[config.mk]
export PLATFORM = sky130hd
export DESIGN_NAME = mem_stage_64x8_flat
export DESIGN_NICKNAME = d
export VERILOG_FILES = /design/src/rtl/mem_stage_64x8_if.sv /design/src/rtl/mem_stage_64x8.sv /design/src/flat_wrapper.sv
export SDC_FILE = /design/constraint.sdc
export NUM_CORES = 1
export LEC_CHECK = 0
export CORE_ASPECT_RATIO = 1.5
export CORE_UTILIZATION = 60
export CTS_BUF_LIST = sky130_fd_sc_hd__clkbuf_8
export CTS_CLUSTER_SIZE = 12
export DETAILED_ROUTE_END_ITERATION = 10
export PLACE_DENSITY = 0.76
export SETUP_SLACK_MARGIN = 0.15
export SLEW_MARGIN = 20
export SYNTH_ARGS = -nofsm -noshare
export SYNTH_HDL_FRONTEND = slang
export SYNTH_SLANG_ARGS = --single-unit
[constraint.sdc]
create_clock -name clk -period 6.7 [get_ports clk]
set_input_delay 1.675 -clock clk [delete_from_list [all_inputs] [get_ports clk]]
set_output_delay 1.675 -clock clk [all_outputs]
set_load 0.005 [all_outputs]
[src/rtl/mem_stage_64x8_if.sv]
// Request/response bundle for the 64x8 clear-on-reset memory stage.
// The requester drives the master side; the memory stage implements the slave side.
interface mem_stage_64x8_if #(
  parameter int ADDR_W = 6,
  parameter int DATA_W = 8
);
  logic              en;
  logic              wr;
  logic [ADDR_W-1:0] addr;
  logic [DATA_W-1:0] din;
  logic [DATA_W-1:0] dout;
  logic              dout_valid;
  logic              ready;
  logic [7:0]        wr_cnt;
  logic [7:0]        rd_cnt;
  logic [7:0]        drop_cnt;

  modport master (
    output en, wr, addr, din,
    input  dout, dout_valid, ready, wr_cnt, rd_cnt, drop_cnt
  );

  modport slave (
    input  en, wr, addr, din,
    output dout, dout_valid, ready, wr_cnt, rd_cnt, drop_cnt
  );
endinterface

[src/rtl/mem_stage_64x8.sv]
// Single-port 2**ADDR_W x DATA_W memory that zero-fills itself after reset,
// then serves one read or write per cycle with registered read data.
module mem_stage_64x8 #(
  parameter int ADDR_W = 6,
  parameter int DATA_W = 8
) (
  input  logic               clk,
  input  logic               rst_n,
  mem_stage_64x8_if.slave    bus
);
  localparam int DEPTH = 2 ** ADDR_W;

  typedef enum logic {INIT, RUN} state_t;

  state_t            state_q, state_d;
  logic [ADDR_W-1:0] clr_ptr_q;
  logic              ready_q;
  logic              clr_we;
  logic              acc_wr;
  logic              acc_rd;
  logic              drop;
  logic [DATA_W-1:0] dout_p1;
  logic              vld_p1;
  logic [7:0]        wr_cnt_q, rd_cnt_q, drop_cnt_q;
  logic [DATA_W-1:0] mem [DEPTH];

  function automatic logic [7:0] sat_inc(input logic [7:0] v);
    return (v == 8'hFF) ? v : v + 8'd1;
  endfunction

  always_comb begin
    state_d = state_q;
    clr_we  = 1'b0;
    acc_wr  = 1'b0;
    acc_rd  = 1'b0;
    drop    = 1'b0;
    case (state_q)
      INIT: begin
        clr_we = 1'b1;
        if (&clr_ptr_q) state_d = RUN;
      end
      RUN:  state_d = RUN;
    endcase
    // ready lags RUN by a cycle, so an accepted access never collides with the sweep
    if (bus.en) begin
      if (ready_q) begin
        acc_wr = bus.wr;
        acc_rd = !bus.wr;
      end else begin
        drop = 1'b1;
      end
    end
  end

  always_ff @(posedge clk or negedge rst_n) begin
    if (!rst_n) begin
      state_q    <= INIT;
      clr_ptr_q  <= '0;
      ready_q    <= 1'b0;
      wr_cnt_q   <= '0;
      rd_cnt_q   <= '0;
      drop_cnt_q <= '0;
    end else begin
      state_q <= state_d;
      ready_q <= (state_q == RUN);
      if (clr_we) clr_ptr_q <= clr_ptr_q + ADDR_W'(1);
      if (acc_wr) wr_cnt_q <= sat_inc(wr_cnt_q);
      if (acc_rd) rd_cnt_q <= sat_inc(rd_cnt_q);
      if (drop)   drop_cnt_q <= sat_inc(drop_cnt_q);
    end
  end

  // Storage array has no reset; the INIT sweep is what makes it read as zero.
  always_ff @(posedge clk) begin
    if (clr_we)      mem[clr_ptr_q] <= '0;
    else if (acc_wr) mem[bus.addr]  <= bus.din;
  end

  // Stage p1: registered read data and its qualifier
  always_ff @(posedge clk or negedge rst_n) begin
    if (!rst_n) begin
      dout_p1 <= '0;
      vld_p1  <= 1'b0;
    end else begin
      vld_p1 <= acc_rd;
      if (acc_rd) dout_p1 <= mem[bus.addr];
    end
  end

  assign bus.dout       = dout_p1;
  assign bus.dout_valid = vld_p1;
  assign bus.ready      = ready_q;
  assign bus.wr_cnt     = wr_cnt_q;
  assign bus.rd_cnt     = rd_cnt_q;
  assign bus.drop_cnt   = drop_cnt_q;
endmodule

[src/flat_wrapper.sv]
// flat-port wrapper written by rule: the top's interface ports become plain ports
module mem_stage_64x8_flat 
#(
  parameter int ADDR_W = 6,
  parameter int DATA_W = 8
)
  (clk, rst_n, bus_en, bus_wr, bus_addr, bus_din, bus_dout, bus_dout_valid, bus_ready, bus_wr_cnt, bus_rd_cnt, bus_drop_cnt);
  mem_stage_64x8_if #(.ADDR_W(ADDR_W), .DATA_W(DATA_W)) bus_i ();
  input  logic clk;
  input  logic rst_n;
  input wire logic [$bits(bus_i.en)-1:0] bus_en;
  input wire logic [$bits(bus_i.wr)-1:0] bus_wr;
  input wire logic [$bits(bus_i.addr)-1:0] bus_addr;
  input wire logic [$bits(bus_i.din)-1:0] bus_din;
  output wire logic [$bits(bus_i.dout)-1:0] bus_dout;
  output wire logic [$bits(bus_i.dout_valid)-1:0] bus_dout_valid;
  output wire logic [$bits(bus_i.ready)-1:0] bus_ready;
  output wire logic [$bits(bus_i.wr_cnt)-1:0] bus_wr_cnt;
  output wire logic [$bits(bus_i.rd_cnt)-1:0] bus_rd_cnt;
  output wire logic [$bits(bus_i.drop_cnt)-1:0] bus_drop_cnt;
  assign bus_i.en = bus_en;
  assign bus_i.wr = bus_wr;
  assign bus_i.addr = bus_addr;
  assign bus_i.din = bus_din;
  assign bus_dout = bus_i.dout;
  assign bus_dout_valid = bus_i.dout_valid;
  assign bus_ready = bus_i.ready;
  assign bus_wr_cnt = bus_i.wr_cnt;
  assign bus_rd_cnt = bus_i.rd_cnt;
  assign bus_drop_cnt = bus_i.drop_cnt;
  mem_stage_64x8 #(.ADDR_W(ADDR_W), .DATA_W(DATA_W)) u_core (.clk(clk), .rst_n(rst_n), .bus(bus_i));
endmodule
# After elaboration in Yosys (flattened, before gate mapping)
# Memories as Yosys holds them, arrays and structs flattened. A register that Yosys moved wholly into a read port is not among the register bits.
# Cells that the tools add are included.
# totals
register_bits	33
memories	1
ramBits	512
latchBits	0
mem_bits_ro	0
# mem_list
memory	words	word_bits	read_ports	rd_ports_with_merged_regs	write_ports	line_no	rtl
u_core.mem	64	8	1	1	1	mem_stage_64x8.sv:25	logic [DATA_W-1:0] mem [DEPTH];
# classes
div_mod_pow	0
bitwise	4
mux	15
magnitude_cmp	0
n_reduce_logical	7
mul	0
n_addsub	4
shifts	0
n_eq_ne	3
# ops
op	count
$add A8 B1 Y8 const B	3
$eq A8 B8 Y1 const B	3
$mux W1	12
$mux W8	1
$reduce_or A8 Y1	1
$add A6 B1 Y6 const B	1
$mux W6	1
$reduce_and A2 Y1	3
$reduce_and A6 Y1	1
$not A1 Y1	4
$logic_not A1 Y1	2
$pmux W1 S2	1

# Depth between registers and ports, before layout
# logic_depth
ltp_word	7
mapped_depth	11
depth_no_buf	7

# Least setup slack after synthesis
# Ideal clock, no wire load.
# synth_path
path_kind	input-to-reg
start	in bus_addr[0]
end	mem u_core.mem[58][0], enable pin
slack_ps	3045
stages	9
arrival_ps	3284
setup_ps	371
path_buffers	5
t_required_ps	6329
path_cell_list	buf_6 -> buf_6 -> buf_6 -> buf_6 -> buf_4 -> nand2b_1 -> o21ai_1 -> nand2_1 -> nor2_1
# synth_between
elab_chain_len	1
# synth_rtl
item	line_no	rtl
start: declaration	flat_wrapper.sv:13	input wire logic [$bits(bus_i.addr)-1:0] bus_addr;
$mux W6 (no source line)	-	
end: declaration	mem_stage_64x8.sv:25	
# Every way passes these cells.

# Worst setup path in the final report
# layout_path
start	in bus_en
end	mem u_core.mem[22][0], enable pin
# layout_between
elab_chain_len	6
elab_cells_between_ends	7
classes_between	6 x mux; 1 x reduce/logical
# layout_rtl
item	line_no	rtl
start: declaration	flat_wrapper.sv:11	input wire logic [$bits(bus_i.en)-1:0] bus_en;
$mux W1 (*)	mem_stage_64x8.sv:45	if (bus.en) begin
$mux W1 (*)	mem_stage_64x8.sv:76	else if (acc_wr) mem[bus.addr] <= bus.din;
$mux W1 (*)	mem_stage_64x8.sv:75	if (clr_we) mem[clr_ptr_q] <= '0;
$mux W1 (implied by the code) (*)	mem_stage_64x8.sv:76	
$reduce_or A8 Y1 (no source line)	-	
$mux W6 (no source line) / $mux W1 (equally long branches)	-	
# Mark *: on every way between the ends. The rest lies on a longest branch, timed or not.

==> impl_results.html <==
<table>
<tr><th>Metric</th><th>Value</th></tr>
<tr><th colspan="2">STA</th></tr>
<tr><td>Final Skew</td><td>0.0314 ns</td></tr>
<tr><td>Final period util</td><td>68.2%</td></tr>
<tr><td>Relative slew slack</td><td>32.6%</td></tr>
<tr><td>Worst-case hold slack</td><td>between 0.4 and 0.5 ns</td></tr>
<tr><td>Upper clock frequency limit</td><td>219 MHz</td></tr>
<tr><td>Finish-stage setup viols</td><td>0</td></tr>
<tr><td>Minimum period implied by the final worst setup slack</td><td>4.57 ns</td></tr>
<tr><td>Max Transition Viols Final</td><td>0</td></tr>
<tr><td>Hold Violations, Final</td><td>0</td></tr>
<tr><td>RSZ-0062 raised after global routing</td><td>no</td></tr>
<tr><td>Tightest Pin Transition</td><td>1.01 ns</td></tr>
<tr><td>Setup TNS after final layout</td><td>0 ns</td></tr>
<tr><th colspan="2">Synthesis</th></tr>
<tr><td>Synth async-reset ratio</td><td>~7.4%</td></tr>
<tr><td>Cell area after synthesis</td><td>22000 sq um</td></tr>
<tr><td>Count of different cell masters after synthesis</td><td>50</td></tr>
<tr><td>Share of synthesized cell area in and, or, nand and nor gates</td><td>4.31%</td></tr>
<tr><td>Most used flip-flop cell after synthesis</td><td>edfxtp_1</td></tr>
<tr><td>Post-Synthesis Net Count</td><td>1221</td></tr>
<tr><td>Multiplexer area fraction after synthesis</td><td>13.5%</td></tr>
<tr><td>Main combinational cell family by area after synthesis</td><td>multiplexers</td></tr>
<tr><td>Adder-cell share of the synthesized area</td><td>0.227%</td></tr>
<tr><td>Post-synthesis average cell area</td><td>18.4 sq um</td></tr>
<tr><td>Portion of the post-synthesis area used by sequential elements</td><td>around 74%</td></tr>
<tr><td>Number of warnings issued by yosys</td><td>0</td></tr>
<tr><td>Number of synthesized flops with an enable pin</td><td>512</td></tr>
<tr><td>XOR/XNOR Fraction of Synth Area</td><td>1.03%</td></tr>
<tr><td>Synth Instances</td><td>1199</td></tr>
<tr><td>Synth Area in Compound Gates</td><td>about 4.5%</td></tr>
<tr><td>Number of storage elements in the synthesis netlist</td><td>approximately 550</td></tr>
<tr><th colspan="2">Power and ir drop</th></tr>
<tr><td>Worst VDD drop</td><td>0.130 mV</td></tr>
<tr><td>Switching share of total power</td><td>approximately a fifth</td></tr>
<tr><td>Pint</td><td>5.16 mW</td></tr>
<tr><td>Power per standard cell area</td><td>266 nW/um^2</td></tr>
<tr><td>Switching power of the nets</td><td>1.33 mW</td></tr>
<tr><td>Static leakage</td><td>7.16 nW</td></tr>
<tr><td>Share of total power in the clock network</td><td>a little under two fifths</td></tr>
<tr><td>Combinational group share of total power</td><td>between 3 and 4%</td></tr>
<tr><td>Part of the power in registers</td><td>about 58%</td></tr>
<tr><th colspan="2">Worst hold path</th></tr>
<tr><td>Hold Path Stages</td><td>1</td></tr>
<tr><td>Worst hold path type</td><td>reg2reg</td></tr>
<tr><td>Worst Hold Launch</td><td>u_core.bus.wr_cnt[7]</td></tr>
<tr><td>Hold endpoint</td><td>u_core.bus.wr_cnt[7]</td></tr>
<tr><th colspan="2">GRT</th></tr>
<tr><td>First-pass GRT wire length</td><td>69.9 mm</td></tr>
<tr><td>Initial antenna violation count</td><td>2</td></tr>
<tr><td>Total global routing track utilization</td><td>26.2%</td></tr>
<tr><td>Number of global-route vias before repair</td><td>11644</td></tr>
<tr><td>Largest net degree at the start of global routing</td><td>129</td></tr>
<tr><td>Remaining global-route overflow</td><td>0</td></tr>
<tr><th colspan="2">Floorplanning</th></tr>
<tr><td>IO Pins</td><td>52</td></tr>
<tr><td>Y dimension of the die</td><td>237 um</td></tr>
<tr><td>Count of standard-cell rows</td><td>85</td></tr>
<tr><td>Die boundary width</td><td>158 um</td></tr>
<tr><td>Core footprint</td><td>between 30000 and 40000 sq um</td></tr>
<tr><td>Die area</td><td>37500 sq um</td></tr>
<tr><td>Initial cell density of the core</td><td>61.1%</td></tr>
<tr><th colspan="2">Final layout</th></tr>
<tr><td>Fin nets</td><td>1302</td></tr>
<tr><td>Leading cell type in the layout, fill and taps excluded</td><td>edfxtp_1</td></tr>
<tr><td>Area delta synth-&gt;final</td><td>10.8%</td></tr>
<tr><td>FF/Latch Area</td><td>16400 sq um</td></tr>
<tr><td>Filler cell count</td><td>2269</td></tr>
<tr><td>Multi-input logic area</td><td>around 5200 sq um</td></tr>
<tr><td>Layout cells sized above 1</td><td>between 10% and 20%</td></tr>
<tr><td>Leading cell types in the layout, fill and taps excluded</td><td>edfxtp_1 (512), mux2i_1 (128), nor2_1 (78), clkbuf_8 (78), mux4_2 (64)</td></tr>
<tr><th colspan="2">Worst setup path</th></tr>
<tr><td>Family of cells with the greatest summed delay on the critical path</td><td>simple AND/OR/NAND/NOR gates</td></tr>
<tr><td>Type of element capturing the critical path</td><td>flip-flop</td></tr>
<tr><td>Number of buffers and inverters on the critical path</td><td>1</td></tr>
<tr><td>Cells along the critical path</td><td>clkdlybuf4s50_1 -&gt; and3_1 -&gt; nand2_1 -&gt; o21ai_1 -&gt; nand2_1 -&gt; nor2_1</td></tr>
<tr><td>CP required</td><td>6.96 ns</td></tr>
<tr><td>Cell occurring most often along the worst timing path</td><td>nand2_1</td></tr>
<tr><td>Crit Path Category</td><td>in2reg</td></tr>
<tr><td>Critical-path cell with the highest stage delay</td><td>nor2_1</td></tr>
<tr><td>Register-to-Register Setup Slack</td><td>3.24 ns</td></tr>
<tr><td>Largest stage delay on the critical path</td><td>0.73 ns</td></tr>
<tr><td>Arrival @ worst endpoint</td><td>4.83 ns</td></tr>
<tr><td>Crit Reg-Reg Endpoint</td><td>u_core.mem[22][0]</td></tr>
<tr><td>Critical path startpoint category</td><td>primary input</td></tr>
<tr><td>FF-to-FF path depth</td><td>5</td></tr>
<tr><td>Highest fanout seen on the critical path</td><td>18</td></tr>
<tr><td>RR Startpoint</td><td>u_core.bus.ready</td></tr>
<tr><th colspan="2">Drt</th></tr>
<tr><td>Residual DRC count</td><td>0</td></tr>
<tr><td>Iteration count of the initial detailed-routing pass</td><td>7</td></tr>
<tr><td>WL/cell</td><td>~26 um</td></tr>
<tr><td>Starting DRT DRC Count</td><td>between 1000 and 1500</td></tr>
<tr><td>Detail-routed via count per cell</td><td>6.31</td></tr>
<tr><td>Wire length after detailed routing</td><td>about 47 mm</td></tr>
<tr><td>Number of antenna-violating nets in the routed design</td><td>0</td></tr>
<tr><td>Vias</td><td>11442</td></tr>
<tr><th colspan="2">Place</th></tr>
<tr><td>Gpl congestion</td><td>0.864</td></tr>
<tr><td>Count of buffers inserted at the top-level ports</td><td>51</td></tr>
<tr><td>Total half-perimeter wirelength after legalization and detailed placement</td><td>29.0 mm</td></tr>
<tr><th colspan="2">Clocking</th></tr>
<tr><td>Clock buffers created by TritonCTS</td><td>74</td></tr>
<tr><td>CTS clk-pin slew, worst paths</td><td>0.06 ns</td></tr>
<tr><td>Count of hold buffers inserted by post-cts repair</td><td>0</td></tr>
<tr><td>Post-CTS setup buffers</td><td>0</td></tr>
<tr><td>CTS tree</td><td>done</td></tr>
<tr><td>Clock latency of the later-clocked register in the worst-skew pair</td><td>approximately 0.65 ns</td></tr>
<tr><td>Clock tree sinks</td><td>553</td></tr>
<tr><td>Root buffer cell</td><td>clkbuf_8</td></tr>
<tr><td>Maximum count of clock buffers along a single path</td><td>3</td></tr>
<tr><td>H-Tree Depth</td><td>3</td></tr>
<tr><td>Quantity of gates resized following cts</td><td>0</td></tr>
<tr><th colspan="2">Run status</th></tr>
<tr><td>Status</td><td>finished clean</td></tr>
<tr><th colspan="2">Run</th></tr>
<tr><td>Max cap viols</td><td>0</td></tr>
</table>
power groups by stage:
stage / clock, mW / sequential, mW / combinational, mW
5_1_grt: 2.66 / 3.76 / 0.254
2_1_floorplan: 0 / 3.83 / 0.147
6_report: 2.50 / 3.76 / 0.238
3_3_place_gp: 0 / 3.83 / 0.231
3_5_place_dp: 0 / 3.84 / 0.236
4_1_cts: 2.53 / 3.76 / 0.237
flip-flops by register name (all words and copies together), names as in the netlist:
register	cells
u_core.clr_ptr_q	6
u_core.bus.dout	8
u_core.bus.rd_cnt	8
u_core.bus.wr_cnt	8
u_core.bus.ready	1
u_core.state_q	1
u_core.bus.dout_valid	1
u_core.bus.drop_cnt	8
u_core.mem	512
Yosys cell counts, drive strengths merged (2+ instances only):
cell    instances  share of area (%)
ha              4               0.23
a41oi           2              0.080
nand2b          4               0.11
clkbuf         30               0.51
mux2i         128                5.8
inv             5              0.085
xnor2          18               0.72
dfrtp          41                4.7
xor2            8               0.32
nand2          41               0.70
o21a            4               0.14
nor3b           2              0.068
nor2           79                1.3
and2            4               0.11
a21oi           9               0.20
edfxtp        512                 70
a31oi          19               0.54
nor3            5               0.11
or3             2              0.057
nand3          24               0.55
a22o           14               0.56
a211o           7               0.28
nor2b           6               0.17
nand4           8               0.23
a22oi          59                2.0
mux4           72                7.5
nor4b           2              0.080
and3           20               0.57
buf            34                1.3
o21ai          18               0.41
mux2            4               0.20
worst max-delay path by stage:
stage,startpoint,end,slack (ns),depth (start not counted)
2_1_floorplan,bus_addr[0],u_core.mem[58][0],3.05,9
3_3_place_gp,bus_en,u_core.mem[28][4],1.64,6
3_5_place_dp,bus_en,u_core.mem[36][2],1.46,6
4_1_cts,bus_en,u_core.mem[36][6],2.19,6
5_1_grt,bus_en,u_core.mem[22][0],1.97,6
6_report,bus_en,u_core.mem[22][0],2.13,6
worst reg2reg max path: cells and delay by family, from the launching register on:
family           cells  cell delay (ns)
AND/OR/NAND/NOR      4             2.32
flip-flops           1             0.42
AO/OA/AOI/OAI        1             0.33
cells by family after synthesis:
kind of cell,count (synthesis)
simple gates,202
xor+xnor,26
mux,204
flops,553
fa+ha+maj,4
compound gates,140
buf+inv,70
layout make-up:
class,count,share of cell area (%)
diodes,2,0.0205
clock buffers,78,4.40
clock inverters,52,1.55
inverters,6,0.0924
multi-input cells,576,21.5
flip-flops and latches,553,67.3
well taps,478,2.45
repair buffers,69,2.76
metal layers:
metal	track usage, %	wire length [um]	share of wire, %
met1	31.4	17200	37
met5	0	18	0.038
met4	13.8	2140	4.6
met3	4.21	2750	5.9
met2	45.4	24800	53
per-stage QoR:
step / std cells / setup slack [ns] / instance area, sq um / util (%) / power [mW]
floorplan: 1199 / 3.05 / 22000 / - / 3.98
global placement: 1681 / 1.64 / 22900 / 63.5 / 4.07
detailed placement: 1681 / 1.46 / 22900 / 63.5 / 4.07
CTS: 1811 / 2.19 / 24300 / 67.5 / 6.53
global route: 1812 / 1.97 / 24400 / 67.6 / 6.67
finish: 1814 / 2.13 / 24400 / 67.6 / 6.50
Note: power is estimated with default switching activity, not from simulation.
